File: src/rtl/pipeline_ctrl_pkg.sv
// Shared types for the pipeline sequencer: FSM state encoding and the bundle of
// per-stage write/flush controls consumed by the pipeline registers.
package pipeline_ctrl_pkg;

  typedef enum logic [1:0] {
    PC_RUN      = 2'd0,
    PC_MEM_WAIT = 2'd1,
    PC_ERROR    = 2'd2
  } pipe_state_t;

  typedef struct packed {
    logic pc_write;
    logic pc_sel;
    logic ifid_write;
    logic idex_write;
    logic exmem_write;
    logic ifid_flush;
    logic idex_flush;
    logic exmem_flush;
    logic memwb_flush;
    logic dmem_req;
  } pipe_ctrl_t;

  localparam pipe_ctrl_t CTRL_RUN = '{pc_write: 1'b1, pc_sel: 1'b0, ifid_write: 1'b1,
                                      idex_write: 1'b1, exmem_write: 1'b1, ifid_flush: 1'b0,
                                      idex_flush: 1'b0, exmem_flush: 1'b0, memwb_flush: 1'b0,
                                      dmem_req: 1'b0};

  localparam pipe_ctrl_t CTRL_RESET = '{pc_write: 1'b0, pc_sel: 1'b0, ifid_write: 1'b0,
                                        idex_write: 1'b0, exmem_write: 1'b0, ifid_flush: 1'b1,
                                        idex_flush: 1'b1, exmem_flush: 1'b1, memwb_flush: 1'b1,
                                        dmem_req: 1'b0};

  // Freeze everything up to MEM and push a bubble into WB while memory is busy.
  localparam pipe_ctrl_t CTRL_HOLD = '{pc_write: 1'b0, pc_sel: 1'b0, ifid_write: 1'b0,
                                       idex_write: 1'b0, exmem_write: 1'b0, ifid_flush: 1'b0,
                                       idex_flush: 1'b0, exmem_flush: 1'b0, memwb_flush: 1'b1,
                                       dmem_req: 1'b1};

  localparam pipe_ctrl_t CTRL_IDLE = '0;

endpackage

File: src/rtl/pipeline_ctrl_hazard_detect.sv
// Combinational load-use hazard compare between the load in EX and the
// source registers of the instruction in ID.
module hazard_detect #(
  parameter int unsigned INDEX = 5
) (
  input  logic             idex_mem_read,
  input  logic [INDEX-1:0] idex_rd,
  input  logic [INDEX-1:0] ifid_rs1,
  input  logic [INDEX-1:0] ifid_rs2,
  output logic             load_use
);

  // x0 is hardwired to zero, so a load targeting it never creates a dependency.
  assign load_use = idex_mem_read && (idex_rd != '0) &&
                    ((idex_rd == ifid_rs1) || (idex_rd == ifid_rs2));

endmodule

File: src/rtl/pipeline_ctrl.sv
// Pipeline sequencer: resolves memory stalls, taken branches and load-use hazards
// into per-stage write/flush controls; counts stall cycles and flags memory timeouts.
module pipeline_ctrl
  import pipeline_ctrl_pkg::*;
#(
  parameter int unsigned INDEX   = 5,
  parameter int unsigned TIMEOUT = 64,
  parameter int unsigned CNT_W   = 16
) (
  input  logic             clk_in,
  input  logic             rst_in,
  input  logic [INDEX-1:0] ifid_rs1_in,
  input  logic [INDEX-1:0] ifid_rs2_in,
  input  logic [INDEX-1:0] idex_rd_in,
  input  logic             idex_mem_read_in,
  input  logic             exmem_mem_in,
  input  logic             exmem_br_taken_in,
  input  logic             dmem_ack_in,
  output logic             pc_write_out,
  output logic             pc_sel_out,
  output logic             ifid_write_out,
  output logic             idex_write_out,
  output logic             exmem_write_out,
  output logic             ifid_flush_out,
  output logic             idex_flush_out,
  output logic             exmem_flush_out,
  output logic             memwb_flush_out,
  output logic             dmem_req_out,
  output logic [CNT_W-1:0] stall_cnt_out,
  output logic             err_out
);

  localparam int unsigned WAIT_W = $clog2(TIMEOUT) + 1;
  localparam logic [WAIT_W-1:0] WAIT_LAST = WAIT_W'(TIMEOUT - 1);

  pipe_state_t       state_q, state_d;
  logic [WAIT_W-1:0] wait_cnt_q, wait_cnt_d;
  logic [CNT_W-1:0]  stall_cnt_q;
  logic              err_q;
  logic              load_use;
  pipe_ctrl_t        ctrl;

  hazard_detect #(
    .INDEX(INDEX)
  ) u_hazard_detect (
    .idex_mem_read(idex_mem_read_in),
    .idex_rd      (idex_rd_in),
    .ifid_rs1     (ifid_rs1_in),
    .ifid_rs2     (ifid_rs2_in),
    .load_use     (load_use)
  );

  always_comb begin
    ctrl       = CTRL_RUN;
    state_d    = state_q;
    wait_cnt_d = wait_cnt_q;
    if (rst_in) begin
      ctrl       = CTRL_RESET;
      state_d    = PC_RUN;
      wait_cnt_d = '0;
    end else begin
      unique case (state_q)
        PC_RUN: begin
          if (exmem_mem_in) begin
            ctrl.dmem_req = 1'b1;
            if (!dmem_ack_in) begin
              ctrl       = CTRL_HOLD;
              wait_cnt_d = WAIT_W'(1);
              state_d    = PC_MEM_WAIT;
            end
          end else if (exmem_br_taken_in) begin
            ctrl.pc_sel      = 1'b1;
            ctrl.ifid_flush  = 1'b1;
            ctrl.idex_flush  = 1'b1;
            ctrl.exmem_flush = 1'b1;
          end else if (load_use) begin
            ctrl.pc_write   = 1'b0;
            ctrl.ifid_write = 1'b0;
            ctrl.idex_flush = 1'b1;
          end
        end
        PC_MEM_WAIT: begin
          ctrl.dmem_req = 1'b1;
          if (dmem_ack_in) begin
            wait_cnt_d = '0;
            state_d    = PC_RUN;
          end else begin
            ctrl       = CTRL_HOLD;
            wait_cnt_d = wait_cnt_q + WAIT_W'(1);
            if (wait_cnt_q == WAIT_LAST) state_d = PC_ERROR;
          end
        end
        PC_ERROR: ctrl = CTRL_IDLE;
        default:  state_d = PC_RUN;
      endcase
    end
  end

  always_ff @(posedge clk_in) begin
    if (rst_in) begin
      state_q     <= PC_RUN;
      wait_cnt_q  <= '0;
      stall_cnt_q <= '0;
      err_q       <= 1'b0;
    end else begin
      state_q    <= state_d;
      wait_cnt_q <= wait_cnt_d;
      if (state_d == PC_ERROR) err_q <= 1'b1;
      if (state_q != PC_ERROR && !ctrl.pc_write && stall_cnt_q != '1) begin
        stall_cnt_q <= stall_cnt_q + CNT_W'(1);
      end
    end
  end

  always_ff @(posedge clk_in) begin
    if (!rst_in) begin
      assert (!(exmem_mem_in && exmem_br_taken_in))
        else $error("memory access and taken branch asserted together in MEM");
    end
  end

  assign pc_write_out    = ctrl.pc_write;
  assign pc_sel_out      = ctrl.pc_sel;
  assign ifid_write_out  = ctrl.ifid_write;
  assign idex_write_out  = ctrl.idex_write;
  assign exmem_write_out = ctrl.exmem_write;
  assign ifid_flush_out  = ctrl.ifid_flush;
  assign idex_flush_out  = ctrl.idex_flush;
  assign exmem_flush_out = ctrl.exmem_flush;
  assign memwb_flush_out = ctrl.memwb_flush;
  assign dmem_req_out    = ctrl.dmem_req;
  assign stall_cnt_out   = stall_cnt_q;
  assign err_out         = err_q && !rst_in;

endmodule
File: config.mk
export PLATFORM = sky130hd
export DESIGN_NAME = pipeline_ctrl
export DESIGN_NICKNAME = d
export VERILOG_FILES = /design/src/rtl/pipeline_ctrl_pkg.sv /design/src/rtl/pipeline_ctrl_hazard_detect.sv /design/src/rtl/pipeline_ctrl.sv
export SDC_FILE = /design/constraint.sdc
export NUM_CORES = 1
export LEC_CHECK = 0
export ABC_AREA = 1
export CAP_MARGIN = 10
export CORE_ASPECT_RATIO = 1.4
export CORE_MARGIN = 3
export CORE_UTILIZATION = 54
export CTS_BUF_LIST = sky130_fd_sc_hd__clkbuf_2 sky130_fd_sc_hd__clkbuf_4 sky130_fd_sc_hd__clkbuf_8
export CTS_CLUSTER_SIZE = 28
export DETAILED_ROUTE_END_ITERATION = 8
export PLACE_DENSITY = 0.88
export SYNTH_ARGS = -nofsm -noshare
export SYNTH_HDL_FRONTEND = slang
export SYNTH_HIERARCHICAL = 1
export SYNTH_SLANG_ARGS = --single-unit
File: constraint.sdc
create_clock -name clk_in -period 3.49 [get_ports clk_in]
set_input_delay 0.698 -clock clk_in [delete_from_list [all_inputs] [get_ports clk_in]]
set_output_delay 0.698 -clock clk_in [all_outputs]
set_load 0.01 [all_outputs]
==> impl_metrics.ini <==
[cts]
tritoncts = built
cts_max_level = 1
clkLatencyLatePin_ns = 0.27
cts.root.buffer_cell = sky130_fd_sc_hd__clkbuf_8
number_of_buffers_on_the_longest_clock_path = 2
postCtsHoldBufs = 0
clk_pin_slew_worst_paths_ns = 0.09
number_of_sinks_handled_by_clock_tree_synthesis = 26
tritoncts.num_buffers = 3

[setup_path]
timing.critical_path.arrival_ns = 2.62
critPathLaunchType = input port
timing.reg2reg.setup_slack_ns = 1.54
critical_path.reg2reg.endpoint = stall_cnt_out[7]$_SDFFE_PP0P_
crit_path_end_kind = primary output
worst_ep_required_time_ns = 2.79
cp_cell_sequence = clkdlybuf4s50_1 -> inv_2 -> nand2_1 -> nand2_1 -> nor2_1 -> nand3_1 -> a21oi_2 -> nand2_1 -> nor2_1 -> nand2_1 -> nand3_1 -> inv_1 -> clkdlybuf4s50_1
critical_path_start_end_classification = input port to primary output
worst_r2r_path_depth = 7
cp_common_cell = sky130_fd_sc_hd__nand2_1
critical-path-max-stage-delay_ns = 0.53
crit_path_max_fanout = 3
timing.critical_path.slowest_stage_cell = sky130_fd_sc_hd__clkdlybuf4s50_1
timing.critical_path.buf_inv = 4
rr_startpoint = stall_cnt_out[0]$_SDFFE_PP0P_
path_delay_family = buffers and inverters
path_depth = 13

[detailed_routing]
drt-pass1-iter-count = 4
drt_first_iter_violations = 75
detail_route.wirelength_mm = 4.36
drc_errors = 0
vias_per_cell = 5.27
vias = 1957
post_drt_wl_per_cell_um = 11.8
ant_nets = 0

[placed_design]
numPortBuffers = 47
preCtsSetupSlack_ns = 0.132
place_hpwl_mm = 3.39
globalplace.congestion = 0.805

[sta]
grt_setup_unrepaired = false
report.final.setup_viol = 0
period_needed_ns = 3.32
finClkSkew_ns = 0.00234
tns_ns = 0
finalCritPeriodShare_pct = 95.2
hold_viol_final = 0
final.setup.worst_slack_ns = 0.169
slew_viol_final = 0
clock.fmax_ghz = 0.301
max-slew-margin-rel_pct = 57.2
worst_pin_slew_ns = 0.642

[synthesis]
synth_enable_flop_cells = 0
syn_avg_cell_area_sq_um = 6.10
asyncSetResetFlopFracSynth_pct = 0
synth.ff_latch_count = 26
syn_nets = 311
post-synth-top-count-cell = sky130_fd_sc_hd__nand2_1
yosys.area.top_type = sky130_fd_sc_hd__dfxtp_1
ys.flop_type = sky130_fd_sc_hd__dfxtp_1
synth.area.top_cells = sky130_fd_sc_hd__dfxtp_1 30%, sky130_fd_sc_hd__nand2_1 19%, sky130_fd_sc_hd__nor2_1 8.5%
ys_warn_count = 6
synth_cell_type_count = 29
synth.cell_area_sq_um = 1760
synth_top_cell_area_share_pct = 29.6
netlist_top_cells_count = 88 x sky130_fd_sc_hd__nand2_1, 40 x sky130_fd_sc_hd__nor2_1, 34 x sky130_fd_sc_hd__inv_1
synth_cells = 288
seq_area_frac_synth_pct = 29.6

[global_route]
globalRouteOverflowTotal = 0
grt_start_max_net_pins = 16
number_of_global_route_vias_before_repair = 1822
antenna_found_initial = 0
globalRouteTotalUtil_pct = 24.1
grt_first_pass_wirelength_mm = 7.25

[die]
std_cell_rows = 23
die_area_sq_um = 3980
initial_core_util_pct = 58.7
die_width_um = 54.2
fp.coreArea_sq_um = 2990
floorplan.io_pins = 48
die-height_um = 73.5

[hold_path]
min_from = err_q$_SDFFE_PP0N_
hp-class = register to register
cell_depth_of_the_worst_hold_path = 2
timing.hold.worst_endpoint = err_q$_SDFFE_PP0N_

[run_status]
outcome = complete, no violations

[pwr]
powerDensity_nw_per_um2 = 295
p_leak_nw = 0.966
vdd_drop_max_v = 0.000219

[layout]
design.final.nets = 358
antenna_cells_inserted = 0
flow.area_growth_from_synthesis_pct = 31.6
number_of_fillers_in_the_final_layout = 246
multiInputGateArea_sq_um = 1040
final_layout_size_suffix_gt1_share_pct = 7.19
register_area_sq_um = 520

[flow_run]
cap_violations = 0
[worst reg2reg max path: cells and delay by family (launching register included)]
| kind | cells | cell delay (ns) |
|---|---|---|
| simple gates | 5 | 0.96 |
| flops | 1 | 0.46 |
| fa+ha+maj | 1 | 0.29 |
| compound gates | 1 | 0.16 |
[flip-flops by register name, indices dropped and copies added, names as in the netlist]
register / cells
err_q: 1
stall_cnt_out: 16
state_q: 2
wait_cnt_q: 7
[layout make-up]
class	count	share of cell area, %
Multi-Input combinational cell	217	45.1
Clock inverter	1	1.30
Tap cell	37	2.00
Inverter	38	6.17
Clock buffer	3	1.79
Timing Repair Buffer	49	21.1
Sequential cell	26	22.5
[cells in the final DEF (no fill, tap or decap), drive strengths merged]
cell type,synthesis,routed
a211oi,1,1
a21oi,19,19
a311oi,1,1
a31o,1,1
buf,7,2
bufinv,0,1
clkbuf,0,3
clkdlybuf4s50,0,46
dfxtp,26,26
dlymetal6s2s,0,1
ha,2,2
inv,38,38
nand2,92,92
nand3,25,25
nand3b,1,1
nand4,5,5
nor2,43,43
nor3,5,5
nor3b,1,1
o211ai,1,1
o21ai,8,8
xnor2,7,7
xor2,5,5
[where the power goes]
group,switching (mW),internal (mW),total (mW)
sequential,0.00810,0.302,0.310
combinational,0.0607,0.0590,0.120
clock,0.0994,0.153,0.253
[per-stage QoR]
| step | std cells | hold slack (ns) | power (mW) | util, % | cell area, sq um |
|---|---|---|---|---|---|
| final | 371 | 0.478 | 0.683 | 77.3 | 2310 |
| after global routing | 371 | 0.511 | 0.710 | 77.3 | 2310 |
| after CTS | 371 | 0.482 | 0.684 | 77.2 | 2310 |
| after detailed placement | 367 | 0.464 | 0.436 | 74.8 | 2240 |
| after global placement | 367 | 0.465 | 0.433 | 74.8 | 2240 |
| after floorplan | 288 | 0.450 | 0.378 | - | 1760 |
[logic make-up (layout without fill, tap and decap cells)]
group	after synthesis	count (layout)	share of synthesized area (%)
AND/OR/NAND/NOR	172	172	41.6
buffers and inverters	45	91	11.0
AO/OA/AOI/OAI	31	31	10.4
flip-flops	26	26	29.6
XOR/XNOR	12	12	5.98
adder cells (fa/ha/maj)	2	2	1.42
[how the worst max path moves through the flow]
stage | startpoint | endpoint
after detailed placement | idex_rd_in[4] | ifid_write_out
after global routing | idex_rd_in[1] | ifid_write_out
after floorplan | ifid_rs1_in[2] | pc_write_out
final | idex_rd_in[0] | ifid_write_out
after CTS | idex_rd_in[4] | ifid_write_out
after global placement | idex_rd_in[4] | ifid_write_out
[timing repair]
action                                  CTS  global route
resized for setup                         0             1
endpoints found under the setup margin    0             2
buffers inserted                          0             0
[metal layers]
| metal | wire (um) | global-route usage, % | vias to the layer above |
|---|---|---|---|
| met5 | 0 | 0 | - |
| met4 | 104 | 11.9 | 0 |
| met3 | 206 | 4.06 | 14 |
| met2 | 2480 | 46.1 | 61 |
| met1 | 1570 | 23.4 | 881 |
| li1 | - | - | 1001 |
(Power assumes the default switching activity.)
